==> config.mk <==
export PLATFORM = sky130hd
export DESIGN_NAME = membus_initiator_flat
export DESIGN_NICKNAME = d
export VERILOG_FILES = /design/src/rtl/membus_initiator_if.sv /design/src/rtl/membus_initiator.sv /design/src/flat_wrapper.sv
export SDC_FILE = /design/constraint.sdc
export NUM_CORES = 1
export LEC_CHECK = 0
export BUFFER_PORTS_ARGS = -buffer_cell sky130_fd_sc_hd__buf_4
export CAP_MARGIN = 5
export CORE_ASPECT_RATIO = 0.75
export CORE_MARGIN = 8
export CORE_UTILIZATION = 43
export CTS_CLUSTER_DIAMETER = 40
export DETAILED_ROUTE_END_ITERATION = 10
export PLACE_DENSITY = 0.8
export SYNTH_ARGS = -nofsm -noshare
export SYNTH_HDL_FRONTEND = slang
export SYNTH_SLANG_ARGS = --single-unit
==> constraint.sdc <==
create_clock -name clk -period 2.23 [get_ports clk]
set_input_delay 0.1115 -clock clk [delete_from_list [all_inputs] [get_ports clk]]
set_output_delay 0.1115 -clock clk [all_outputs]
set_load 0.02 [all_outputs]
==> src/rtl/membus_initiator_if.sv <==
`default_nettype none
// ============================================================================
//  Module      : membus_initiator_if
//  Description : PDP-6 memory bus signal bundle between a processor-side
//                initiator (master) and a memory port (slave).
//  Revision    : 1.0  initial release
// ============================================================================
interface membus_initiator_if;
   logic        mc_rq_cyc;
   logic        mc_rd_rq;
   logic        mc_wr_rq;
   logic [14:0] ma;
   logic [3:0]  sel;
   logic        fmc_select;
   logic [35:0] mb_out;
   logic        mc_wr_rs;
   logic [35:0] mb_in;
   logic        cmc_addr_ack;
   logic        cmc_rd_rs;

   modport master (
      output mc_rq_cyc, mc_rd_rq, mc_wr_rq, ma, sel, fmc_select, mb_out, mc_wr_rs,
      input  mb_in, cmc_addr_ack, cmc_rd_rs
   );

   modport slave (
      input  mc_rq_cyc, mc_rd_rq, mc_wr_rq, ma, sel, fmc_select, mb_out, mc_wr_rs,
      output mb_in, cmc_addr_ack, cmc_rd_rs
   );
endinterface
`default_nettype wire

==> src/rtl/membus_initiator.sv <==
`default_nettype none
// ============================================================================
//  Module      : membus_initiator
//  Description : Processor-side PDP-6 memory bus master. Runs read, write and
//                read-pause-write cycles; flags nonexistent memory when the
//                address acknowledge never arrives.
//  Revision    : 1.0  initial release
// ============================================================================
module membus_initiator #(
   parameter int ACK_TIMEOUT = 1000,
   parameter int RD_WINDOW   = 6,
   parameter int WR_SETUP    = 4,
   parameter int WR_HOLD     = 6
) (
   input  logic                      clk,
   input  logic                      reset,
   input  logic                      cpu_start,
   input  logic                      cpu_rd,
   input  logic                      cpu_wr,
   input  logic [17:0]               cpu_addr,
   input  logic                      cpu_fm_en,
   input  logic [35:0]               cpu_wdata,
   input  logic                      cpu_wr_go,
   output logic                      cpu_busy,
   output logic                      cpu_pause,
   output logic                      cpu_done,
   output logic                      cpu_nxm,
   output logic [35:0]               cpu_rdata,
   membus_initiator_if.master        bus
);

   // One shared timer serves every timed state; size it for the longest one.
   localparam int MAX_A   = (ACK_TIMEOUT > RD_WINDOW) ? ACK_TIMEOUT : RD_WINDOW;
   localparam int MAX_B   = (WR_SETUP > WR_HOLD) ? WR_SETUP : WR_HOLD;
   localparam int MAX_CNT = (MAX_A > MAX_B) ? MAX_A : MAX_B;
   localparam int CW      = $clog2(MAX_CNT + 1);

   localparam logic [CW-1:0] ACK_LAST   = CW'(ACK_TIMEOUT - 1);
   localparam logic [CW-1:0] RD_LAST    = CW'(RD_WINDOW - 1);
   localparam logic [CW-1:0] SETUP_LAST = CW'(WR_SETUP - 1);
   localparam logic [CW-1:0] HOLD_LAST  = CW'(WR_HOLD - 1);

   localparam logic [3:0] S_IDLE   = 4'd0;
   localparam logic [3:0] S_RQ     = 4'd1;
   localparam logic [3:0] S_RWAIT  = 4'd2;
   localparam logic [3:0] S_RSTRB  = 4'd3;
   localparam logic [3:0] S_RDONE  = 4'd4;
   localparam logic [3:0] S_PAUSE  = 4'd5;
   localparam logic [3:0] S_WSETUP = 4'd6;
   localparam logic [3:0] S_WRS    = 4'd7;
   localparam logic [3:0] S_WHOLD  = 4'd8;

   logic [3:0]    state_q, state_d;
   logic [CW-1:0] cnt_q, cnt_d;
   logic          rd_q, rd_d;
   logic          wr_q, wr_d;
   logic [14:0]   ma_q, ma_d;
   logic [3:0]    sel_q, sel_d;
   logic          fmc_q, fmc_d;
   logic [35:0]   wdata_q, wdata_d;
   logic [35:0]   rdata_q, rdata_d;

   logic fm_hit;
   logic driving;

   // Low sixteen addresses go to fast memory only when it is enabled.
   assign fm_hit  = cpu_fm_en && (cpu_addr < 18'd16);
   assign driving = (state_q == S_WSETUP) || (state_q == S_WRS) || (state_q == S_WHOLD);

   // Next-state, latch and timer logic for the bus cycle sequencer.
   always_comb begin
      state_d = state_q;
      rd_d    = rd_q;
      wr_d    = wr_q;
      ma_d    = ma_q;
      sel_d   = sel_q;
      fmc_d   = fmc_q;
      wdata_d = wdata_q;
      rdata_d = rdata_q;
      cnt_d   = cnt_q;

      case (state_q)
         S_IDLE: begin
            if (cpu_start && (cpu_rd || cpu_wr)) begin
               state_d = S_RQ;
               rd_d    = cpu_rd;
               wr_d    = cpu_wr;
               ma_d    = cpu_addr[14:0];
               sel_d   = {cpu_addr[17:15], fm_hit};
               fmc_d   = fm_hit;
               rdata_d = '0;
            end
         end
         S_RQ: begin
            if (bus.cmc_addr_ack) begin
               if (!rd_q)
                  state_d = S_WSETUP;
               else if (bus.cmc_rd_rs)
                  state_d = S_RSTRB;   // restart arrived together with the ack
               else
                  state_d = S_RWAIT;
            end else if (cnt_q == ACK_LAST) begin
               state_d = S_IDLE;       // nonexistent memory
            end
         end
         S_RWAIT: begin
            if (bus.cmc_rd_rs)
               state_d = S_RSTRB;
         end
         S_RSTRB: begin
            rdata_d = rdata_q | bus.mb_in;
            if (cnt_q == RD_LAST)
               state_d = S_RDONE;
         end
         S_RDONE: begin
            state_d = wr_q ? S_PAUSE : S_IDLE;
         end
         S_PAUSE: begin
            if (cpu_wr_go)
               state_d = S_WSETUP;
         end
         S_WSETUP: begin
            if (cnt_q == SETUP_LAST)
               state_d = S_WRS;
         end
         S_WRS: begin
            state_d = S_WHOLD;
         end
         S_WHOLD: begin
            if (cnt_q == HOLD_LAST)
               state_d = S_IDLE;
         end
         default: begin
            state_d = S_IDLE;
         end
      endcase

      // Write data is captured once, on the way into the setup phase.
      if ((state_d == S_WSETUP) && (state_q != S_WSETUP))
         wdata_d = cpu_wdata;

      // Timer restarts on every state change and saturates otherwise.
      if (state_d != state_q)
         cnt_d = '0;
      else if (cnt_q != '1)
         cnt_d = cnt_q + 1'b1;
   end

   // State and latch registers with synchronous reset.
   always_ff @(posedge clk) begin
      if (reset) begin
         state_q <= S_IDLE;
         cnt_q   <= '0;
         rd_q    <= 1'b0;
         wr_q    <= 1'b0;
         ma_q    <= '0;
         sel_q   <= '0;
         fmc_q   <= 1'b0;
         wdata_q <= '0;
         rdata_q <= '0;
      end else begin
         state_q <= state_d;
         cnt_q   <= cnt_d;
         rd_q    <= rd_d;
         wr_q    <= wr_d;
         ma_q    <= ma_d;
         sel_q   <= sel_d;
         fmc_q   <= fmc_d;
         wdata_q <= wdata_d;
         rdata_q <= rdata_d;
      end
   end

   // Processor-side status decoded from the state register.
   assign cpu_busy  = (state_q != S_IDLE);
   assign cpu_pause = (state_q == S_PAUSE);
   assign cpu_done  = ((state_q == S_RDONE) && !wr_q) ||
                      ((state_q == S_WHOLD) && (cnt_q == HOLD_LAST));
   assign cpu_nxm   = (state_q == S_RQ) && !bus.cmc_addr_ack && (cnt_q == ACK_LAST);
   assign cpu_rdata = rdata_q;

   // Bus lines are gated by state so that leaving a cycle drops them all.
   assign bus.mc_rq_cyc  = (state_q == S_RQ);
   assign bus.mc_rd_rq   = cpu_busy && rd_q;
   assign bus.mc_wr_rq   = cpu_busy && wr_q;
   assign bus.ma         = cpu_busy ? ma_q : '0;
   assign bus.sel        = cpu_busy ? sel_q : '0;
   assign bus.fmc_select = cpu_busy && fmc_q;
   assign bus.mb_out     = driving ? wdata_q : '0;
   assign bus.mc_wr_rs   = (state_q == S_WRS);

endmodule
`default_nettype wire

==> src/flat_wrapper.sv <==
// flat-port wrapper written by rule: the top's interface ports become plain ports
module membus_initiator_flat 
#(
   parameter int ACK_TIMEOUT = 1000,
   parameter int RD_WINDOW   = 6,
   parameter int WR_SETUP    = 4,
   parameter int WR_HOLD     = 6
)
  (clk, reset, cpu_start, cpu_rd, cpu_wr, cpu_addr, cpu_fm_en, cpu_wdata, cpu_wr_go, cpu_busy, cpu_pause, cpu_done, cpu_nxm, cpu_rdata, bus_mc_rq_cyc, bus_mc_rd_rq, bus_mc_wr_rq, bus_ma, bus_sel, bus_fmc_select, bus_mb_out, bus_mc_wr_rs, bus_mb_in, bus_cmc_addr_ack, bus_cmc_rd_rs);
  membus_initiator_if bus_i ();
  input  logic clk;
  input  logic reset;
  input  logic cpu_start;
  input  logic cpu_rd;
  input  logic cpu_wr;
  input  logic [17:0] cpu_addr;
  input  logic cpu_fm_en;
  input  logic [35:0] cpu_wdata;
  input  logic cpu_wr_go;
  output logic cpu_busy;
  output logic cpu_pause;
  output logic cpu_done;
  output logic cpu_nxm;
  output logic [35:0] cpu_rdata;
  output wire logic [$bits(bus_i.mc_rq_cyc)-1:0] bus_mc_rq_cyc;
  output wire logic [$bits(bus_i.mc_rd_rq)-1:0] bus_mc_rd_rq;
  output wire logic [$bits(bus_i.mc_wr_rq)-1:0] bus_mc_wr_rq;
  output wire logic [$bits(bus_i.ma)-1:0] bus_ma;
  output wire logic [$bits(bus_i.sel)-1:0] bus_sel;
  output wire logic [$bits(bus_i.fmc_select)-1:0] bus_fmc_select;
  output wire logic [$bits(bus_i.mb_out)-1:0] bus_mb_out;
  output wire logic [$bits(bus_i.mc_wr_rs)-1:0] bus_mc_wr_rs;
  input wire logic [$bits(bus_i.mb_in)-1:0] bus_mb_in;
  input wire logic [$bits(bus_i.cmc_addr_ack)-1:0] bus_cmc_addr_ack;
  input wire logic [$bits(bus_i.cmc_rd_rs)-1:0] bus_cmc_rd_rs;
  assign bus_mc_rq_cyc = bus_i.mc_rq_cyc;
  assign bus_mc_rd_rq = bus_i.mc_rd_rq;
  assign bus_mc_wr_rq = bus_i.mc_wr_rq;
  assign bus_ma = bus_i.ma;
  assign bus_sel = bus_i.sel;
  assign bus_fmc_select = bus_i.fmc_select;
  assign bus_mb_out = bus_i.mb_out;
  assign bus_mc_wr_rs = bus_i.mc_wr_rs;
  assign bus_i.mb_in = bus_mb_in;
  assign bus_i.cmc_addr_ack = bus_cmc_addr_ack;
  assign bus_i.cmc_rd_rs = bus_cmc_rd_rs;
  membus_initiator #(.ACK_TIMEOUT(ACK_TIMEOUT), .RD_WINDOW(RD_WINDOW), .WR_SETUP(WR_SETUP), .WR_HOLD(WR_HOLD)) u_core (.clk(clk), .reset(reset), .cpu_start(cpu_start), .cpu_rd(cpu_rd), .cpu_wr(cpu_wr), .cpu_addr(cpu_addr), .cpu_fm_en(cpu_fm_en), .cpu_wdata(cpu_wdata), .cpu_wr_go(cpu_wr_go), .cpu_busy(cpu_busy), .cpu_pause(cpu_pause), .cpu_done(cpu_done), .cpu_nxm(cpu_nxm), .cpu_rdata(cpu_rdata), .bus(bus_i));
endmodule
# After elaboration in Yosys (flattened, before gate mapping)
# Cells that the tools add are included.
[word_totals]
reg_bits = 108
input_bits = 99
output_inout_bits = 100
wordCells = 67
[classes]
order_cmp = 1
eq_ne = 16
n_mux = 17
n_bitwise = 1
reduce_logical = 22
n_addsub = 1
[ops]
columns = ["op", "count"]
rows = [
  ["$mux 36", 2],
  ["$pmux 36 s2", 1],
  ["$mux 4", 10],
  ["$or 36x36->36", 1],
  ["$pmux 4 s9", 1],
  ["$eq 4x3->1 const B", 5],
  ["$lt 18x5->1 const B", 1],
  ["$mux 15", 1],
  ["$add 10x1->10 const B", 1],
  ["$eq 10x10->1 const B", 1],
  ["$eq 10x2->1 const B", 1],
  ["$eq 10x3->1 const B", 1],
  ["$logic_and 1x1->1", 10],
  ["$ne 10x10->1 const B", 1],
  ["$eq 4x2->1 const B", 2],
  ["$eq 4x1->1 const B", 1],
  ["$eq 4x4->1 const B", 1],
  ["$logic_not 4->1", 1],
  ["$logic_or 1x1->1", 4],
  ["$ne 4x3->1 const B", 1],
  ["$ne 4x4->1", 1],
  ["$reduce_and 2->1", 2],
  ["$reduce_bool 4->1", 1],
  ["$mux 3", 1],
  ["other kinds (5)", 6],
]

# Logic depth before layout (Yosys ltp)
[logic_depth]
word_depth = 6
ltp_mapped = 9
mapped_depth_nobuf = 8

# Worst setup path after synthesis
# Ideal clock, no wire load.
[synth_path]
kind = "register to register"
startpoint = "reg u_core.cnt_q[9]"
endpoint = "reg u_core.cnt_q[2]"
arrival_time_ns = 2.281
path_buffers = 2
stages_incl_launch_ff = 9
required_ns = 2.143
synth_period_minus_slack_ns = 2.368
path_slack_ns = -0.138
setup_time_ns = 0.087
cell_sequence = "dfxtp_1 > buf_6 > or4_4 > o31ai_4 > o21ai_2 > xor2_1 > or4b_1 > buf_6 > nor4b_4"
[synth_between]
elab_chain_len = 6
word_cells_on_any_way = 12
classes_between = "eq/ne (5); mux (6); reduce/logical (1)"
[synth_lines]
columns = ["item", "line_no", "source"]
rows = [
  ["start, declared", "membus_initiator.sv:54", "logic [CW-1:0] cnt_q, cnt_d;"],
  ["start signal, assigned", "membus_initiator.sv:163", "cnt_q <= cnt_d;"],
  ["$eq 10x10->1", "membus_initiator.sv:102", "end else if (cnt_q == ACK_LAST) begin"],
  ["$mux 4", "membus_initiator.sv:102", ""],
  ["$mux 4", "membus_initiator.sv:95", "if (bus.cmc_addr_ack) begin"],
  ["$pmux 4 s9", "membus_initiator.sv:82", "case (state_q)"],
  ["$ne 4x4->1", "membus_initiator.sv:143", "if (state_d != state_q)"],
  ["$reduce_or 2->1 (no source line)", "-", ""],
]
# Parallel ways exist; a longest one is shown, timed or not.
# A chain may end at the register's enable or synchronous reset.

# Worst setup path after layout
[layout_path]
startpoint = "reg u_core.cnt_q[8]"
endpoint = "reg u_core.cnt_q[1]"
# The elaborated chain is that of the path after synthesis.

==> run metrics <==
commonest non-fill, non-tap cell in the layout buf_4; power density cells 639.1 mW/mm^2; failing checks setup timing; synthesized netlist cell count 518; Pint 3.450 mW; IO Pins 199; most frequent cells in the layout buf_4, dfxtp_1, nor2_1; gr usage total 0.1971; DRT iter0 DRCs 207; Total Wirelength 14860 um; Setup WS pre-CTS -196.2 ps; initial antenna violation count 0; Antenna Nets Post-Route 0; grt total ovfl 0; layout-stage area growth over the synthesis result 57.02%; yosys synthesis warning count 0; first-pass GRT wire length 23140 um; final weighted congestion in routability-driven placement 0.8233; Row Count 32; routed vias/inst 5.086; WS Path Type reg2reg; Worst Skew 8.053 ps; crit-path leading delay family simple AND/OR/NAND/NOR gates; WP data required 2470 ps; WP buf/inv 1; ys flop type dfxtp_1; Hold WC Path Type in2reg; sequential fraction of the synthesis area 0.4750; vias in the first global route 4671; status complete, but fails checks; max_slew headroom 0.7050; CTS Buffer Depth 2; switching fraction of total power 0.2377; DP HPWL 10500 um; ant diodes 0; core area 0.01025 mm^2; Nets 848; Initial Utilization 0.4399; fin cells 887; CP max stage cell or4_4; Hold Violations, Final 0; Clock power frac 0.394; placed cells 845; Netlist cell types 53; Startpoint Class register; sequential share of power 0.445; Lkg Pwr 3.379 nW; unrepaired setup endpoints after global routing true; Inserted Clock Buffers 9; DIE HEIGHT 104.7 um; Peak supply drop 0.5393 mV; DR WL/cell 16.75 um; worst endpoint data arrival time 2580 ps; drt drc 0; syn nets 619; Slew @ Worst Pin 442.4 ps; clock tree from TritonCTS yes; Sink Count 107; input/output buffers 198; Die Wd 134.2 um; Die ar. 0.01405 mm^2; Post-synth EDFFs 0; crit path cell chain or4_4 > o31ai_4 > o21ai_2 > xor2_1 > or4b_4 > buf_6 > a2111oi_4; # setup viols final 11; max-cap violation count 0; Final min period 2345 ps; First-pass DRT Iterations 5; slack of the critical path -115.5 ps; Max Clk Rate 426.4 MHz; Via Count 4511; Async SR Flop Fraction 0; pin count of the biggest net entering global routing 43; clk slew on worst S/H paths 70 ps; combinational share of power 0.161; FF+latch count, synth 107; clock latency on the worst-skew pair 340 ps; share of post-route cells with drive strength above 1 0.3715; net load switching power 1.076 mW; Slew Viols, Final 0; Synth Cell Area 0.004509 mm^2; average size of a mapped cell 8.705 um^2; crit path max fanout 5; max incr delay on CP 570 ps; crit end category register; H-tree levels 3; Root Driver clkbuf_16; period utilisation layout 1.052
-- power groups by stage --
| stage | Clock (mW) | Combinational (mW) | Sequential, mW |
|---|---|---|---|
| floorplan | 0 | 0.335 | 2.05 |
| global placement | 0 | 0.608 | 2.05 |
| detailed placement | 0 | 0.626 | 2.06 |
| CTS | 1.82 | 0.673 | 2.01 |
| global route | 1.90 | 0.787 | 2.02 |
| finish | 1.78 | 0.729 | 2.01 |
-- cells in the mapped netlist (2+ instances only) --
master / n / area, um^2
a211oi_1: 3 / 22.52
nor4_1: 3 / 18.77
and3_1: 8 / 50.05
nor3_1: 11 / 55.05
or4_1: 2 / 15.01
nand3_1: 10 / 50.05
nor4bb_1: 2 / 20.02
nand3b_1: 3 / 22.52
clkbuf_1: 24 / 90.09
dfxtp_1: 107 / 2142
a31oi_1: 3 / 18.77
buf_1: 4 / 15.01
inv_1: 2 / 7.510
o21ai_0: 9 / 45.04
nand2b_1: 6 / 37.54
ha_1: 2 / 25.02
mux2i_1: 36 / 360.4
xor2_1: 2 / 17.52
buf_2: 5 / 25.02
nor2b_1: 5 / 31.28
buf_6: 2 / 22.52
nand2_1: 47 / 176.4
nor2_1: 78 / 292.8
and2_1: 57 / 356.6
a21oi_1: 59 / 295.3
-- worst register-to-register path: cells and delay by family, from the launching register on --
family / cells / cell delay, ps
buffers and inverters: 1 / 160
AO/OA/AOI/OAI: 3 / 540
AND/OR/NAND/NOR: 2 / 1080
flip-flops: 1 / 310
XOR/XNOR: 1 / 160
-- worst paths after layout --
| path | startpoint | endpoint | slack, ps | depth (start not counted) |
|---|---|---|---|---|
| worst max register to register | u_core.cnt_q[8] | u_core.cnt_q[1] | -120 | 7 |
| worst min register to register | u_core.ma_q[12] | u_core.ma_q[12] | 450 | 2 |
| worst max-delay path | u_core.cnt_q[8] | u_core.cnt_q[1] | -120 | 7 |
| worst min-delay path | bus_mb_in[11] | u_core.cpu_rdata[11] | 10 | 3 |
-- flip-flops by register name (all words and copies together) (netlist names) --
signal	count
u_core.rd_q	1
u_core.cnt_q	10
u_core.wr_q	1
u_core.cpu_rdata	36
u_core.ma_q	15
u_core.wdata_q	36
u_core.sel_q	4
u_core.state_q	4
-- kinds of logic after synthesis --
logic type / synth area share
flip-flops: 0.4750
adder cells (fa/ha/maj): 0.005549
multiplexers: 0.08241
AND/OR/NAND/NOR: 0.2764
XOR/XNOR: 0.009436
AO/OA/AOI/OAI: 0.1140
buffers and inverters: 0.03718
-- per-layer routing --
metal	track usage	part of all wire	vias up
met5	0	0	-
met4	0.03038	0.0098	0
met3	0.1000	0.12	11
met2	0.3306	0.48	191
met1	0.2241	0.39	2101
li1	-	-	2208
-- layout make-up --
class | instances | area [um^2]
clock buffers | 11 | 242.7
clock inverters | 4 | 98.84
fillers | 783 | 3169
inverters | 2 | 7.507
multi-input cells | 374 | 2342
flip-flops and latches | 107 | 2147
well taps | 136 | 170.2
repair buffers | 253 | 2072
-- stage by stage --
stage / TNS (ps) / instance area [um^2] / total power [mW] / hold WS (ps) / utilization
2_1_floorplan: 0 / 4519 / 2.383 / 247.5 / -
3_3_place_gp: -501.4 / 6292 / 2.657 / 334.1 / 0.6139
3_5_place_dp: -1678 / 6292 / 2.682 / 346.1 / 0.6139
4_1_cts: -516.6 / 6907 / 4.506 / 1.798 / 0.6738
5_1_grt: -1550 / 7081 / 4.706 / 13.29 / 0.6908
6_report: -869.2 / 7081 / 4.525 / 10.07 / 0.6908
-- timing repair --
action,in CTS,in global routing
endpoints found under the setup margin,47,24
hold buffers,20,0
endpoints found under the hold margin,20,0
cloned,1,5
setup buffers,1,0
pin swaps,0,3
resized for setup,8,23
(Power assumes the default switching activity.)
